$ cat src/rtl/move_arbiter.sv
// Debounced direction-button arbiter feeding the room FSM: one gapped move pulse at a time.
// Define MOVE_RR_EN for round-robin arbitration; fixed N>E>S>W priority otherwise.
module move_arbiter #(
   parameter int DEBOUNCE_CYCLES = 4,
   parameter int COOLDOWN        = 2
) (
   input  logic       CLK,
   input  logic       Reset,
   input  logic       N,
   input  logic       E,
   input  logic       S,
   input  logic       W,
   input  logic       Lock,
   output logic       moveN,
   output logic       moveE,
   output logic       moveS,
   output logic       moveW,
   output logic       valid,
   output logic [1:0] dir,
   output logic [3:0] pending,
   output logic       busy
);

   localparam int DBW = (DEBOUNCE_CYCLES > 1) ? $clog2(DEBOUNCE_CYCLES) : 1;
   localparam int CDW = $clog2(COOLDOWN + 1);
   localparam logic [DBW-1:0] DB_LAST = DBW'(DEBOUNCE_CYCLES - 1);
   localparam logic [CDW-1:0] CD_LOAD = CDW'(COOLDOWN);
   localparam logic [CDW-1:0] CD_ONE  = CDW'(1);

   typedef enum logic [1:0] {
      IDLE = 2'd0,
      FIRE = 2'd1,
      COOL = 2'd2
   } state_t;

   logic [3:0]          raw;
   logic [3:0]          stable_q, stable_d;
   logic [3:0]          prev_q, prev_d;
   logic [3:0][DBW-1:0] db_cnt_q, db_cnt_d;
   logic [3:0]          rise;

   logic [3:0]          pending_q, pending_d;
   logic [3:0]          move_q, move_d;
   logic                valid_q, valid_d;
   logic [1:0]          dir_q, dir_d;
   logic [CDW-1:0]      cd_q, cd_d;
   state_t              state_q, state_d;

   logic                any_req;
   logic [1:0]          grant_idx;
   logic [3:0]          grant_oh;
   logic [3:0]          clr;

`ifdef MOVE_RR_EN
   logic [1:0]          ptr_q, ptr_d;
`endif

   assign raw = {W, S, E, N};

   always_comb begin
      stable_d = stable_q;
      db_cnt_d = '0;
      for (int i = 0; i < 4; i++) begin
         if (raw[i] != stable_q[i]) begin
            if (db_cnt_q[i] == DB_LAST)
               stable_d[i] = raw[i];
            else
               db_cnt_d[i] = db_cnt_q[i] + 1'b1;
         end
      end
      prev_d = stable_q;
   end

   assign rise    = stable_q & ~prev_q;
   assign any_req = |pending_q;

`ifdef MOVE_RR_EN
   // Scan downward so the candidate closest to the pointer is assigned last.
   always_comb begin
      grant_idx = ptr_q;
      for (int k = 3; k >= 0; k--) begin
         if (pending_q[ptr_q + 2'(k)])
            grant_idx = ptr_q + 2'(k);
      end
   end
`else
   always_comb begin
      grant_idx = 2'd0;
      priority case (1'b1)
         pending_q[0]: grant_idx = 2'd0;
         pending_q[1]: grant_idx = 2'd1;
         pending_q[2]: grant_idx = 2'd2;
         pending_q[3]: grant_idx = 2'd3;
         default:      grant_idx = 2'd0;
      endcase
   end
`endif

   assign grant_oh = any_req ? (4'b0001 << grant_idx) : 4'b0000;

   always_comb begin
      state_d = state_q;
      cd_d    = cd_q;
      move_d  = 4'b0000;
      valid_d = 1'b0;
      dir_d   = dir_q;
      clr     = 4'b0000;
`ifdef MOVE_RR_EN
      ptr_d   = ptr_q;
`endif
      unique case (state_q)
         IDLE: begin
            if (any_req && !Lock) begin
               state_d = FIRE;
               clr     = grant_oh;
               dir_d   = grant_idx;
               move_d  = grant_oh;
               valid_d = 1'b1;
`ifdef MOVE_RR_EN
               ptr_d   = grant_idx + 2'd1;
`endif
            end
         end
         FIRE: begin
            state_d = COOL;
            cd_d    = CD_LOAD;
         end
         COOL: begin
            if (cd_q == CD_ONE) begin
               state_d = IDLE;
               cd_d    = '0;
            end else begin
               cd_d    = cd_q - 1'b1;
            end
         end
         default: begin
            state_d = IDLE;
            cd_d    = '0;
         end
      endcase
   end

   // A new press outranks a grant clearing the same bit.
   always_comb begin
      if (Lock)
         pending_d = 4'b0000;
      else
         pending_d = (pending_q & ~clr) | rise;
   end

   always_ff @(posedge CLK) begin
      if (Reset) begin
         stable_q  <= '0;
         prev_q    <= '0;
         db_cnt_q  <= '0;
         pending_q <= '0;
         move_q    <= '0;
         valid_q   <= 1'b0;
         dir_q     <= 2'd0;
         cd_q      <= '0;
         state_q   <= IDLE;
      end else begin
         stable_q  <= stable_d;
         prev_q    <= prev_d;
         db_cnt_q  <= db_cnt_d;
         pending_q <= pending_d;
         move_q    <= move_d;
         valid_q   <= valid_d;
         dir_q     <= dir_d;
         cd_q      <= cd_d;
         state_q   <= state_d;
      end
   end

`ifdef MOVE_RR_EN
   always_ff @(posedge CLK) begin
      if (Reset)
         ptr_q <= 2'd0;
      else
         ptr_q <= ptr_d;
   end
`endif

   assign moveN   = move_q[0];
   assign moveE   = move_q[1];
   assign moveS   = move_q[2];
   assign moveW   = move_q[3];
   assign valid   = valid_q;
   assign dir     = dir_q;
   assign pending = pending_q;
   assign busy    = (state_q != IDLE);

endmodule

$ cat config.mk
export PLATFORM = sky130hd
export DESIGN_NAME = move_arbiter
export DESIGN_NICKNAME = d
export VERILOG_FILES = /design/src/rtl/move_arbiter.sv
export SDC_FILE = /design/constraint.sdc
export NUM_CORES = 1
export LEC_CHECK = 0
export BUFFER_PORTS_ARGS = -buffer_cell sky130_fd_sc_hd__buf_2
export CAP_MARGIN = 25
export CORE_UTILIZATION = 45
export CTS_CLUSTER_DIAMETER = 200
export DETAILED_ROUTE_END_ITERATION = 10
export HOLD_SLACK_MARGIN = 0.08
export PLACE_DENSITY = 0.63
export SYNTH_ARGS = -nofsm -noshare
export SYNTH_HDL_FRONTEND = slang
export SYNTH_SLANG_ARGS = --single-unit
$ cat constraint.sdc
create_clock -name CLK -period 3.2 [get_ports CLK]
set_input_delay 0.16 -clock CLK [delete_from_list [all_inputs] [get_ports CLK]]
set_output_delay 0.16 -clock CLK [all_outputs]
set_load 0.005 [all_outputs]
After elaboration in Yosys (flattened, before gate mapping)
Cells that the tools add are included.
Widths: inputs -> output; s select.
{ "word_totals": {"regBits": 31, "inputBits": 7, "out_inout_bits": 12, "elab_cells": 74} }
{ "op_classes": {"addsub": 5, "n_eq_ne": 13, "shift": 1, "n_mux": 13, "bitwise_logic": 10, "n_reduce_logical": 17} }
{ "ops": {"columns": ["cell", "n"], "rows": [
  ["$mux 2", 7],
  ["$mux 4", 3],
  ["$pmux 2 s3", 2],
  ["$reduce_and 2->1", 6],
  ["$reduce_or 3->1", 4],
  ["$eq 2x2->1 const B", 5],
  ["$add 2x1->2 const B", 4],
  ["$and 4x4->4", 2],
  ["$not 4->4", 2],
  ["$not 1->1", 5],
  ["$eq 2x1->1 const B", 2],
  ["$ne 1x1->1", 4],
  ["$ne 2x2->1 const B", 2],
  ["$or 4x4->4", 1],
  ["$reduce_or 2->1", 2],
  ["$reduce_or 4->1", 1],
  ["$shl 1x2->4 const A", 1],
  ["$logic_not 2->1", 1],
  ["$reduce_bool 2->1", 1],
  ["$sub 2x1->2 const B", 1],
  ["$logic_and 1x1->1", 1],
  ["$logic_not 1->1", 1],
  ["$mux 1", 1]
]} }

Logic depth before layout (Yosys ltp)
{ "logic_depth": {"word_depth": 11, "depth_mapped": 7, "ltp_nobuf": 6} }

Worst setup path before layout
OpenSTA, ideal clock, no wires.
{ "synth_timing": {"path_kind": "register to register", "from": "register state_q[1]", "to": "register dir_q[0] (netlist: dir[0])", "setup_ns": 0.065, "t_arrival_ns": 1.414, "t_required_ns": 3.135, "setup_slack_ns": 1.721, "path_stages_with_launch": 8, "n_path_buf": 1, "synth_period_minus_slack_ns": 1.479, "path_cell_list": "dfxtp_1 inv_1 ha_1 nand2b_2 buf_6 or2_4 o31a_1 nor2_1"} }
{ "synth_via": {"elab_chain_len": 2} }
{ "synth_rtl": {"columns": ["item", "line_no", "rtl"], "rows": [
  ["from (decl)", "47", "state_t state_q, state_d;"],
  ["from (signal assigned)", "171", "state_q <= state_d;"],
  ["$logic_not 2->1", "111", "unique case (state_q)"],
  ["$reduce_and 2->1 (no source line)", null, null],
  ["to (signal assigned)", "169", "dir_q <= dir_d;"],
  ["to (decl)", "45", "logic [1:0] dir_q, dir_d;"]
]} }
No other way between the ends.
A chain may end at the register's enable or synchronous reset.

Worst setup path after layout
Same ends and word-level chain as after synthesis.

==> results.md <==
- Outcome: complete, no violations
- Synth Instances: 129
- Nets@finish: 165
- Number of port buffers: 18
- # resized after CTS: 0
- Period utilisation layout: 50.9%
- Worst Setup End Kind: register
- Critical path startpoint category: register
- Peak Freq: 0.614 GHz
- Htree depth: 2
- Final ANT Viol Nets: 0
- Power Dens Cells: 457 nW/um^2
- Gr ovfl total: 0
- Final WL: 1.87 mm
- Die width: 54.2 um
- Post-synthesis sequential area ratio: 50.6%
- Core ar.: 2520 sq um
- Crit-path slowest cell: dfxtp_1
- Number of synthesized flops with an enable pin: 0
- Setup repair bufs after CTS: 0
- Max Root-Sink Buffers: 2
- Worst path arrival time: 1.89 ns
- Setup violators final: 0
- Multi-input gate area: 549 sq um
- Clk_lat worst skew: 0.32 ns
- Peak supply drop: 0.312 mV
- Iteration-0 DRC Markers: 4
- CTS tree: yes
- FF/Latch Area: 621 sq um
- Largest stage delay, worst path: 0.33 ns
- RSZ-0062 raised after global routing: no
- Worst clock skew: 0.00128 ns
- Count of cell types in the netlist: 30
- Number of max-cap violations: 0
- Sinks on Clock Net: 31
- Yosys warnings: 0
- Setup TNS: 0 ns
- Non-Filler Instances: 181
- First-pass detailed-route iteration total: 3
- Post-synthesis register bit count: 31
- Initial antenna violation count: 0
- Number of global-route vias before repair: 810
- Root Buffer: clkbuf_4
- Relative slew slack: 74.7%
- Main synth FF type: dfxtp_1
- DRC: 0
- Final max-slew violation count: 0
- Final HPWL DP: 1.39 mm
- Avg Vias per Cell: 4.90
- Ys async rst share: 0%
- DP Cell Count: 173
- Die span in y: 54.2 um
- Leakage: 0.605 nW
- Mean post-synth cell area: 9.51 sq um
- CP Cell Sequence: inv_1 > ha_1 > nand2b_2 > or2_4 > o31a_1 > nor2_1
- Diode count: 0
- Pin count of the biggest net entering global routing: 24
- Crit path time final: 1.63 ns
- Die Area: 2940 sq um
- Average wire per standard cell: 10.3 um
- Tot GR Track Use: 15.6%
- WP data required: 3.46 ns
- Mapped cell area: 1230 sq um
- Setup CP Type: register to register
- Synth-to-Final Area Change: 12.9%
- Core Rows: 18
- Share of cells above drive strength 1: 19.9%
- Syn nets: 144
- Clock-pin slew on the worst setup and hold paths: 0.09 ns
- Placer Congestion: 0.707
- Boundary Pins: 19
- TritonCTS buffer count: 5
- Final Hold Fails: 0
- Cts hold-fix bufs: 0
- First-pass GRT wire length: 3.20 mm
- Worst-margin pin slew: 0.380 ns
- # fillers: 236
- Crit Path Max Fanout: 10
- Initial cell density of the core: 48.6%
- WP buf/inv: 1
- Cell family with most CP delay: simple AND/OR/NAND/NOR gates
- Via count: 887
- Worst min path class: primary input to register
[sequential cells by signal, indices dropped and copies added, names as in the netlist]
signal and flops:
state_q 2, move_q 4, db_cnt_q 8, valid 1, dir 2, prev_d 4, prev_q 4, pending 4
cd_q 2
[routing by layer]
layer | vias to the layer above | global-route usage, % | wire, um
li1 | 470 | - | -
met1 | 395 | 16.7 | 869
met2 | 17 | 25.8 | 876
met3 | 5 | 5.93 | 86
met4 | 0 | 8.97 | 37
met5 | - | 0 | 0
[tightest hold or removal path, cell delays in order]
cell     delay (ns)
buf_2          0.09
mux2i_1        0.06
nor2_1         0.07
[placed cells by master, fill, tap and decap left out, drive strengths merged, types with 2 or more instances in the layout]
cell type  instances
dfxtp             31
nor2              22
buf               18
a21oi             10
inv                9
ha                 8
nor2b              7
o21ai              5
or3                5
clkbuf             5
xnor2              4
mux2i              4
nand2b             4
clkinv             3
nand2              2
nor4               2
or2                2
[logic make-up after synthesis]
group | synth area share, %
compound gates | 8.16
xor+xnor | 2.86
fa+ha+maj | 8.16
buf+inv | 4.59
flops | 50.6
mux | 3.27
simple gates | 22.3
[Yosys cell counts, drive strengths merged, types with 2 or more instances]
cell     n  area (sq um)
or3      5          31.3
nor4     2          18.8
nand2    2          7.51
xnor2    4          35.0
a21oi   10          50.1
nor2    22          82.6
ha       8           100
nor2b    7          43.8
mux2i    4          40.0
or2      2          15.0
clkbuf   2          7.51
buf      2          15.0
inv      9          33.8
o21ai    5          25.0
dfxtp   31           621
nand2b   4          27.5
[final cells by class]
class / count / area share (%)
clock inverter: 3 / 1.08
sequential: 31 / 44.8
tap: 30 / 2.71
clock buffer: 5 / 2.71
inverter: 9 / 2.44
multi-input combinational: 85 / 39.7
timing repair buffer: 18 / 6.51
[power breakdown]
group	total, mW	leakage (nW)	internal (mW)	switching (mW)
clock network	0.210	0.0347	0.0816	0.129
logic	0.0277	0.319	0.0119	0.0158
registers	0.395	0.251	0.392	0.00308
[metrics by stage]
stage               total power, mW  util [%]  hold WS, ns  cell area, sq um  setup slack (ns)
floorplan                     0.424         -        0.307              1230              1.72
global placement              0.430      52.8        0.404              1330              1.69
detailed placement            0.432      52.8        0.410              1330              1.61
CTS                           0.643      54.9       0.0884              1380              1.58
global route                  0.665      54.9        0.108              1380              1.44
finish                        0.633      54.9       0.0958              1380              1.57
[worst paths after layout]
kind                     from          end  slack [ns]  cells after the start
setup reg to reg   state_q[1]       dir[0]        1.57                      6
hold reg to reg   db_cnt_q[0]  db_cnt_q[0]        0.42                      1
setup / recovery   state_q[1]       dir[0]        1.57                      6
hold / removal              S    prev_d[2]         0.1                      3
Note: power is estimated with default switching activity, not from simulation.
